[config.mk]
export PLATFORM = sky130hd
export DESIGN_NAME = route_lookup_arbiter_flat
export DESIGN_NICKNAME = d
export VERILOG_FILES = /design/src/rtl/route_lookup_arbiter_if.sv /design/src/rtl/route_lookup_arbiter.sv /design/src/flat_wrapper.sv
export SDC_FILE = /design/constraint.sdc
export NUM_CORES = 1
export LEC_CHECK = 0
export ABC_CLOCK_PERIOD_IN_PS = 4300
export CELL_PAD_IN_SITES_DETAIL_PLACEMENT = 0
export CELL_PAD_IN_SITES_GLOBAL_PLACEMENT = 1
export CORE_AREA = 2 2 344 346
export DETAILED_ROUTE_END_ITERATION = 10
export DIE_AREA = 0 0 346 348
export DONT_BUFFER_PORTS = 1
export GPL_ROUTABILITY_DRIVEN = 0
export GPL_TIMING_DRIVEN = 1
export PLACE_DENSITY_LB_ADDON = 0.05
export SYNTH_ARGS = -nofsm -noshare
export SYNTH_HDL_FRONTEND = slang
export SYNTH_SLANG_ARGS = --single-unit
[constraint.sdc]
create_clock -name axis_clk -period 4.3 [get_ports axis_clk]
set_clock_uncertainty 0.2 [all_clocks]
set_input_delay 0.86 -clock axis_clk [delete_from_list [all_inputs] [get_ports axis_clk]]
set_output_delay 0.86 -clock axis_clk [all_outputs]
set_load 0.02 [all_outputs]
[src/rtl/route_lookup_arbiter_if.sv]
// Header-capture and route-decision bus shared by the route lookup arbiter
// and whatever drives it (parsers on the ingress side, fabric on the egress side).
interface route_lookup_arbiter_if #(
    parameter int NUM_PORTS = 4
);
    localparam int PW = (NUM_PORTS > 1) ? $clog2(NUM_PORTS) : 1;

    logic [NUM_PORTS-1:0]    hdr_valid;
    logic [32*NUM_PORTS-1:0] hdr_ip_dest;
    logic [NUM_PORTS-1:0]    hdr_encap;
    logic [NUM_PORTS-1:0]    hdr_ready;

    logic                    route_valid;
    logic                    route_ready;
    logic [PW-1:0]           route_src_port;
    logic [PW-1:0]           route_dst_port;
    logic                    route_hit;
    logic                    route_encap;

    modport master (
        input  hdr_valid,
        input  hdr_ip_dest,
        input  hdr_encap,
        output hdr_ready,
        output route_valid,
        input  route_ready,
        output route_src_port,
        output route_dst_port,
        output route_hit,
        output route_encap
    );

    modport slave (
        output hdr_valid,
        output hdr_ip_dest,
        output hdr_encap,
        input  hdr_ready,
        input  route_valid,
        output route_ready,
        input  route_src_port,
        input  route_dst_port,
        input  route_hit,
        input  route_encap
    );
endinterface

[src/rtl/route_lookup_arbiter.sv]
// route_lookup_arbiter: captures per-parser header pulses, picks one pending
// header round-robin, walks the masked route table one entry per cycle
// (lowest index wins) and presents the decision on a valid/ready handshake.
module route_lookup_arbiter #(
    parameter int  NUM_PORTS    = 4,
    parameter int  TABLE_DEPTH  = 8,
    parameter int  DEFAULT_PORT = 0,
    localparam int PW = (NUM_PORTS   > 1) ? $clog2(NUM_PORTS)   : 1,
    localparam int TW = (TABLE_DEPTH > 1) ? $clog2(TABLE_DEPTH) : 1
) (
    input  logic                   axis_clk,
    input  logic                   axis_resetn,
    route_lookup_arbiter_if.master bus,
    input  logic                   cfg_wr,
    input  logic [TW-1:0]          cfg_addr,
    input  logic [31:0]            cfg_ip,
    input  logic [31:0]            cfg_mask,
    input  logic [PW-1:0]          cfg_port,
    input  logic                   cfg_en,
    output logic [15:0]            miss_count,
    output logic                   err_overflow
);

    typedef enum logic [1:0] {
        IDLE,
        LOOKUP,
        RESULT
    } state_t;

    state_t state_q, state_d;

    logic [31:0]            tabIp_q   [TABLE_DEPTH];
    logic [31:0]            tabMask_q [TABLE_DEPTH];
    logic [PW-1:0]          tabPort_q [TABLE_DEPTH];
    logic [TABLE_DEPTH-1:0] tabEn_q;

    logic [31:0]            capIp_q [NUM_PORTS];
    logic [NUM_PORTS-1:0]   capEncap_q;
    logic [NUM_PORTS-1:0]   pending_q;
    logic [NUM_PORTS-1:0]   hdrReady_q;
    logic                   overflow_q;

    logic [PW-1:0]          last_q;
    logic [PW-1:0]          cur_q;
    logic [PW-1:0]          dst_q;
    logic [31:0]            key_q;
    logic [TW-1:0]          idx_q;
    logic                   hit_q;
    logic                   encap_q;
    logic [15:0]            missCount_q;

    logic                   grantValid;
    logic [PW-1:0]          grantPort;
    logic [PW-1:0]          candPort;
    logic                   entryHit;
    logic                   lastEntry;
    logic                   handshake;

    assign handshake = (state_q == RESULT) && bus.route_ready;
    assign entryHit  = tabEn_q[idx_q] &&
                       ((key_q & tabMask_q[idx_q]) == (tabIp_q[idx_q] & tabMask_q[idx_q]));
    assign lastEntry = (idx_q == TW'(TABLE_DEPTH - 1));

    // Round-robin search for the first pending port after the last one served
    always_comb begin
        grantValid = 1'b0;
        grantPort  = '0;
        candPort   = '0;
        for (int k = 1; k <= NUM_PORTS; k++) begin
            candPort = PW'((int'(last_q) + k) % NUM_PORTS);
            if (!grantValid && pending_q[candPort]) begin
                grantValid = 1'b1;
                grantPort  = candPort;
            end
        end
    end

    // Next-state decision for the grant / table walk / result handshake
    always_comb begin
        state_d = state_q;
        case (state_q)
            IDLE:    if (grantValid) state_d = LOOKUP;
            LOOKUP:  if (entryHit || lastEntry) state_d = RESULT;
            RESULT:  if (bus.route_ready) state_d = IDLE;
            default: state_d = IDLE;
        endcase
    end

    // State register; a reset abandons any lookup or result in flight
    always_ff @(posedge axis_clk or negedge axis_resetn) begin
        if (!axis_resetn) begin
            state_q <= IDLE;
        end else begin
            state_q <= state_d;
        end
    end

    // Route table storage; writes land at the edge so the current compare sees old contents
    always_ff @(posedge axis_clk or negedge axis_resetn) begin
        if (!axis_resetn) begin
            tabEn_q <= '0;
            for (int e = 0; e < TABLE_DEPTH; e++) begin
                tabIp_q[e]   <= '0;
                tabMask_q[e] <= '0;
                tabPort_q[e] <= '0;
            end
        end else if (cfg_wr) begin
            tabIp_q[cfg_addr]   <= cfg_ip;
            tabMask_q[cfg_addr] <= cfg_mask;
            tabPort_q[cfg_addr] <= cfg_port;
            tabEn_q[cfg_addr]   <= cfg_en;
        end
    end

    // Per-port header capture; a new pulse beats the handshake release of the same port
    always_ff @(posedge axis_clk or negedge axis_resetn) begin
        if (!axis_resetn) begin
            pending_q  <= '0;
            hdrReady_q <= '0;
            capEncap_q <= '0;
            overflow_q <= 1'b0;
            for (int i = 0; i < NUM_PORTS; i++) begin
                capIp_q[i] <= '0;
            end
        end else begin
            for (int i = 0; i < NUM_PORTS; i++) begin
                if (bus.hdr_valid[i]) begin
                    capIp_q[i]    <= bus.hdr_ip_dest[32*i +: 32];
                    capEncap_q[i] <= bus.hdr_encap[i];
                    pending_q[i]  <= 1'b1;
                    hdrReady_q[i] <= 1'b0;
                    if (pending_q[i] && !(handshake && (cur_q == PW'(i)))) begin
                        overflow_q <= 1'b1;
                    end
                end else if (handshake && (cur_q == PW'(i))) begin
                    pending_q[i]  <= 1'b0;
                    hdrReady_q[i] <= 1'b1;
                end
            end
        end
    end

    // Lookup datapath: load key on grant, compare one entry per cycle, record the outcome
    always_ff @(posedge axis_clk or negedge axis_resetn) begin
        if (!axis_resetn) begin
            last_q      <= PW'(NUM_PORTS - 1);
            cur_q       <= '0;
            key_q       <= '0;
            idx_q       <= '0;
            dst_q       <= '0;
            hit_q       <= 1'b0;
            encap_q     <= 1'b0;
            missCount_q <= '0;
        end else begin
            case (state_q)
                IDLE: begin
                    if (grantValid) begin
                        cur_q   <= grantPort;
                        key_q   <= capIp_q[grantPort];
                        encap_q <= capEncap_q[grantPort];
                        idx_q   <= '0;
                    end
                end
                LOOKUP: begin
                    if (entryHit) begin
                        dst_q <= tabPort_q[idx_q];
                        hit_q <= 1'b1;
                    end else if (lastEntry) begin
                        dst_q <= PW'(DEFAULT_PORT);
                        hit_q <= 1'b0;
                        if (missCount_q != 16'hFFFF) begin
                            missCount_q <= missCount_q + 16'd1;
                        end
                    end else begin
                        idx_q <= idx_q + 1'b1;
                    end
                end
                RESULT: begin
                    if (bus.route_ready) begin
                        last_q <= cur_q;
                    end
                end
                default: begin
                end
            endcase
        end
    end

    assign bus.hdr_ready      = hdrReady_q;
    assign bus.route_valid    = (state_q == RESULT);
    assign bus.route_src_port = cur_q;
    assign bus.route_dst_port = dst_q;
    assign bus.route_hit      = hit_q;
    assign bus.route_encap    = encap_q;
    assign miss_count         = missCount_q;
    assign err_overflow       = overflow_q;

endmodule

[src/flat_wrapper.sv]
// flat-port wrapper written by rule: the top's interface ports become plain ports
module route_lookup_arbiter_flat 
#(
    parameter int  NUM_PORTS    = 4,
    parameter int  TABLE_DEPTH  = 8,
    parameter int  DEFAULT_PORT = 0,
    localparam int PW = (NUM_PORTS   > 1) ? $clog2(NUM_PORTS)   : 1,
    localparam int TW = (TABLE_DEPTH > 1) ? $clog2(TABLE_DEPTH) : 1
)
  (axis_clk, axis_resetn, cfg_wr, cfg_addr, cfg_ip, cfg_mask, cfg_port, cfg_en, miss_count, err_overflow, bus_hdr_valid, bus_hdr_ip_dest, bus_hdr_encap, bus_hdr_ready, bus_route_valid, bus_route_ready, bus_route_src_port, bus_route_dst_port, bus_route_hit, bus_route_encap);
  route_lookup_arbiter_if #(.NUM_PORTS(NUM_PORTS)) bus_i ();
  input  logic axis_clk;
  input  logic axis_resetn;
  input  logic cfg_wr;
  input  logic [TW-1:0] cfg_addr;
  input  logic [31:0] cfg_ip;
  input  logic [31:0] cfg_mask;
  input  logic [PW-1:0] cfg_port;
  input  logic cfg_en;
  output logic [15:0] miss_count;
  output logic err_overflow;
  input wire logic [$bits(bus_i.hdr_valid)-1:0] bus_hdr_valid;
  input wire logic [$bits(bus_i.hdr_ip_dest)-1:0] bus_hdr_ip_dest;
  input wire logic [$bits(bus_i.hdr_encap)-1:0] bus_hdr_encap;
  output wire logic [$bits(bus_i.hdr_ready)-1:0] bus_hdr_ready;
  output wire logic [$bits(bus_i.route_valid)-1:0] bus_route_valid;
  input wire logic [$bits(bus_i.route_ready)-1:0] bus_route_ready;
  output wire logic [$bits(bus_i.route_src_port)-1:0] bus_route_src_port;
  output wire logic [$bits(bus_i.route_dst_port)-1:0] bus_route_dst_port;
  output wire logic [$bits(bus_i.route_hit)-1:0] bus_route_hit;
  output wire logic [$bits(bus_i.route_encap)-1:0] bus_route_encap;
  assign bus_i.hdr_valid = bus_hdr_valid;
  assign bus_i.hdr_ip_dest = bus_hdr_ip_dest;
  assign bus_i.hdr_encap = bus_hdr_encap;
  assign bus_hdr_ready = bus_i.hdr_ready;
  assign bus_route_valid = bus_i.route_valid;
  assign bus_i.route_ready = bus_route_ready;
  assign bus_route_src_port = bus_i.route_src_port;
  assign bus_route_dst_port = bus_i.route_dst_port;
  assign bus_route_hit = bus_i.route_hit;
  assign bus_route_encap = bus_i.route_encap;
  route_lookup_arbiter #(.NUM_PORTS(NUM_PORTS), .TABLE_DEPTH(TABLE_DEPTH), .DEFAULT_PORT(DEFAULT_PORT)) u_core (.axis_clk(axis_clk), .axis_resetn(axis_resetn), .bus(bus_i), .cfg_wr(cfg_wr), .cfg_addr(cfg_addr), .cfg_ip(cfg_ip), .cfg_mask(cfg_mask), .cfg_port(cfg_port), .cfg_en(cfg_en), .miss_count(miss_count), .err_overflow(err_overflow));
endmodule
==> impl_metrics.toml <==
[synthesis]
synth.distinct_cells = 70
synth_edf_count = 0
avgSynthCellArea_um2 = 13.0
ys_ff_latch = 738
syn_inst = 2587
synthArstFlopShare_pct = 100
syn-num-nets = 2800
ys.flop_type = "dfrtp_1"
yosysWarnings = 0
yosysSeqAreaShare_pct = 55.1
syn_area_mm2 = 0.0335

[outcome]
violations = "hold timing, slew limit"
status = "complete, but fails checks"

[setup_path]
slowest_delay_ns = 0.76
crit_chain = "buf_12 > buf_4 > mux4_2 > and2_1 > a22oi_1 > a211o_1 > and3b_1 > buf_12 > or3b_1 > mux2i_1"
worst_setup_path_end_kind = "register"
cp-start-kind = "register"
worst_path_most_repeated_cell = "buf_12"
critPathKind = "reg -> reg"
worstPathRequired_ns = 4.63
r2r_cells = 10
arrival_ns = 4.20
worstPathMaxFanout = 36
cp_slowest_cell = "dfrtp_4"
reg2reg_from = "u_core.idx_q[1]$_DFFE_PN0P_"
worst_r2r_endpoint = "u_core.idx_q[0]$_DFFE_PN0P_"
r2r_setup_slack_ns = 0.44

[grt]
grt_pass1_vias = 21963
antenna_found_initial = 17
track_usage_pct = 17.2
grt-ovfl-total = 0
grt_pass1_wl_um = 154000
grt_max_degree = 739

[final_layout]
nets = 2788
layout.cells.most_common = "dfrtp_1"
n_fill_cell = 11602
layout.cells.non_filler = 4183
area_delta_synth_final_pct = 14.8
layout-drive-gt1-share_pct = 34.6
final_cell_mix = "dfrtp_1 (734), mux2_2 (671), nand2_1 (281), xor2_1 (205), o21ai_0 (96)"

[drt]
via_count = 20282
drc_errors = 0
drt_iter0_drc = 959
viasPerCell = 4.85
dr.pass1.iters = 5
ant_nets = 0
wirelength_um = 103000
wl_per_cell_um = 24.6

[sta]
rsz0062_at_grt = "false"
fmax_ghz = 0.259
period_minus_slack_ns = 3.86
period_share_pct = 89.9
hold_slack_ns = -0.278
worst_pin_slew_ns = 2.17
finalSetupViolCount = 0
hold_viol_final = 294
slew_headroom_pct = -44.8
final.setup.tns_ns = 0
slew_violations = 416

[floorplan]
rows = 126
initial_core_util_pct = 28.7
die_w_um = 346
top_level_ports = 238
fp.coreArea_mm2 = 0.117
die_h_um = 348
die_area_mm2 = 0.120

[cts]
cts_setup_buffers = 0
clk_latency_ns = 0.67
clockRootBuffer = "clkbuf_16"
clkTransAtPathRegs_ns = 0.06
clock_path_buffers = 3
ctsResizeCount = 0
h-tree-depth = 3
cts_made_buffers = 93
cts_tree = "done"
clock_sinks = 738

[placed_design]
portBuffers = 0
place_inst = 4016
dpl.hpwl_um = 67500

[pwr]
ir_drop_mv = 0.292
leakage_uw = 0.0165
power-per-cell-area_mw_per_mm2 = 652
power_uw = 25100

[hold_path]
hold_path_class = "in -> async"

[flow_run]
max_cap_violations = 0
worst max-delay path by stage:
stage                                             from                                to  cells past startpoint
final                      u_core.idx_q[1]$_DFFE_PN0P_       u_core.idx_q[0]$_DFFE_PN0P_                     10
after CTS                  u_core.idx_q[1]$_DFFE_PN0P_       u_core.idx_q[0]$_DFFE_PN0P_                     10
after floorplan           u_core.key_q[10]$_DFFE_PN0P_  u_core.miss_count[1]$_DFFE_PN0P_                     11
after detailed placement   u_core.idx_q[1]$_DFFE_PN0P_       u_core.idx_q[1]$_DFFE_PN0P_                     10
after global placement     u_core.idx_q[1]$_DFFE_PN0P_       u_core.idx_q[1]$_DFFE_PN0P_                     11
after global routing       u_core.idx_q[1]$_DFFE_PN0P_       u_core.idx_q[0]$_DFFE_PN0P_                     12
through the flow:
stage	setup slack, ns	instance area [µm²]	util [%]
floorplan	1.41	33500	-
global placement	0.379	35300	30.2
detailed placement	0.428	35300	30.2
CTS	0.391	38500	32.9
global route	0.211	38500	32.9
finish	0.436	38500	32.9
critical path: cells and delay by family, from the launching register on:
kind	cells	cell delay, ns
AND/OR/NAND/NOR	3	0.86
buffers and inverters	3	0.84
AO/OA/AOI/OAI	2	0.50
multiplexers	2	0.52
flip-flops	1	0.76
report_power, final:
part	total [µW]	switching [µW]	internal, µW
clock	7980	3100	4880
combinational	7220	3950	3260
sequential	9890	1510	8380
total	25100	8560	16500
layout make-up:
class	count	area [µm²]	share of cell area [%]
inverters	17	63.8	0.166
multi-input cells	1664	14200	37.0
well taps	1536	1920	4.99
flip-flops and latches	738	18500	48.0
repair buffers	61	646	1.68
diodes	3	7.51	0.0195
clock buffers	141	2760	7.17
clock inverters	23	362	0.940
routing by layer:
layer	track usage [%]	vias up	wire, µm
met4	4.26	8	2340
met5	0	-	54
li1	-	9145	-
met2	29.0	353	49700
met1	22.2	10624	45700
met3	4.16	152	5280
synth_stat cells, types with 4 or more instances:
master,number,share of area (%)
nand2_1,281,3.1
a221oi_1,20,0.52
buf_1,25,0.28
nor2_1,20,0.22
nand4b_1,6,0.16
nand3_1,78,1.2
nand4_1,4,0.075
a32oi_1,4,0.10
buf_2,31,0.46
mux2_2,671,23
mux4_2,23,1.5
nor3_1,18,0.27
mux2i_1,44,1.3
buf_4,14,0.31
a22oi_1,30,0.67
xor2_1,205,5.4
o32ai_1,9,0.24
nor3b_1,6,0.13
clkbuf_1,86,0.96
and3_1,11,0.21
o21ai_0,97,1.4
a311oi_1,7,0.18
xnor2_1,27,0.71
buf_6,12,0.40
o211ai_1,12,0.27
nor4_1,6,0.11
a31oi_1,9,0.17
a21o_1,6,0.13
inv_1,14,0.16
dfrtp_1,736,55
a21oi_1,15,0.22
cells by family (layout without fill, tap and decap cells):
group | after synthesis | after routing | synth area share (%)
adders and majority gates | 3 | 3 | 0.112
buffers and inverters | 185 | 242 | 2.61
xor gates and xnor gates | 232 | 232 | 6.06
other | 0 | 3 | 0
muxes | 740 | 740 | 25.5
DFF | 738 | 738 | 55.1
and+or+nand+nor | 452 | 452 | 5.97
AOI/OAI and AO/OA | 237 | 237 | 4.68
sequential cells by signal, summed over array words and instances, names as in the netlist:
name	cells
u_core.tabEn_q	8
u_core.err_overflow	1
u_core.bus.route_src_port	2
u_core.bus.hdr_ready	4
u_core.miss_count	16
u_core.tabIp_q	256
u_core.capEncap_q	4
u_core.bus.route_hit	1
u_core.last_q	2
u_core.state_q	2
u_core.idx_q	3
u_core.capIp_q	128
u_core.bus.route_encap	1
u_core.bus.route_dst_port	2
u_core.tabMask_q	256
u_core.tabPort_q	16
u_core.pending_q	4
u_core.key_q	32
(Power assumes the default switching activity.)
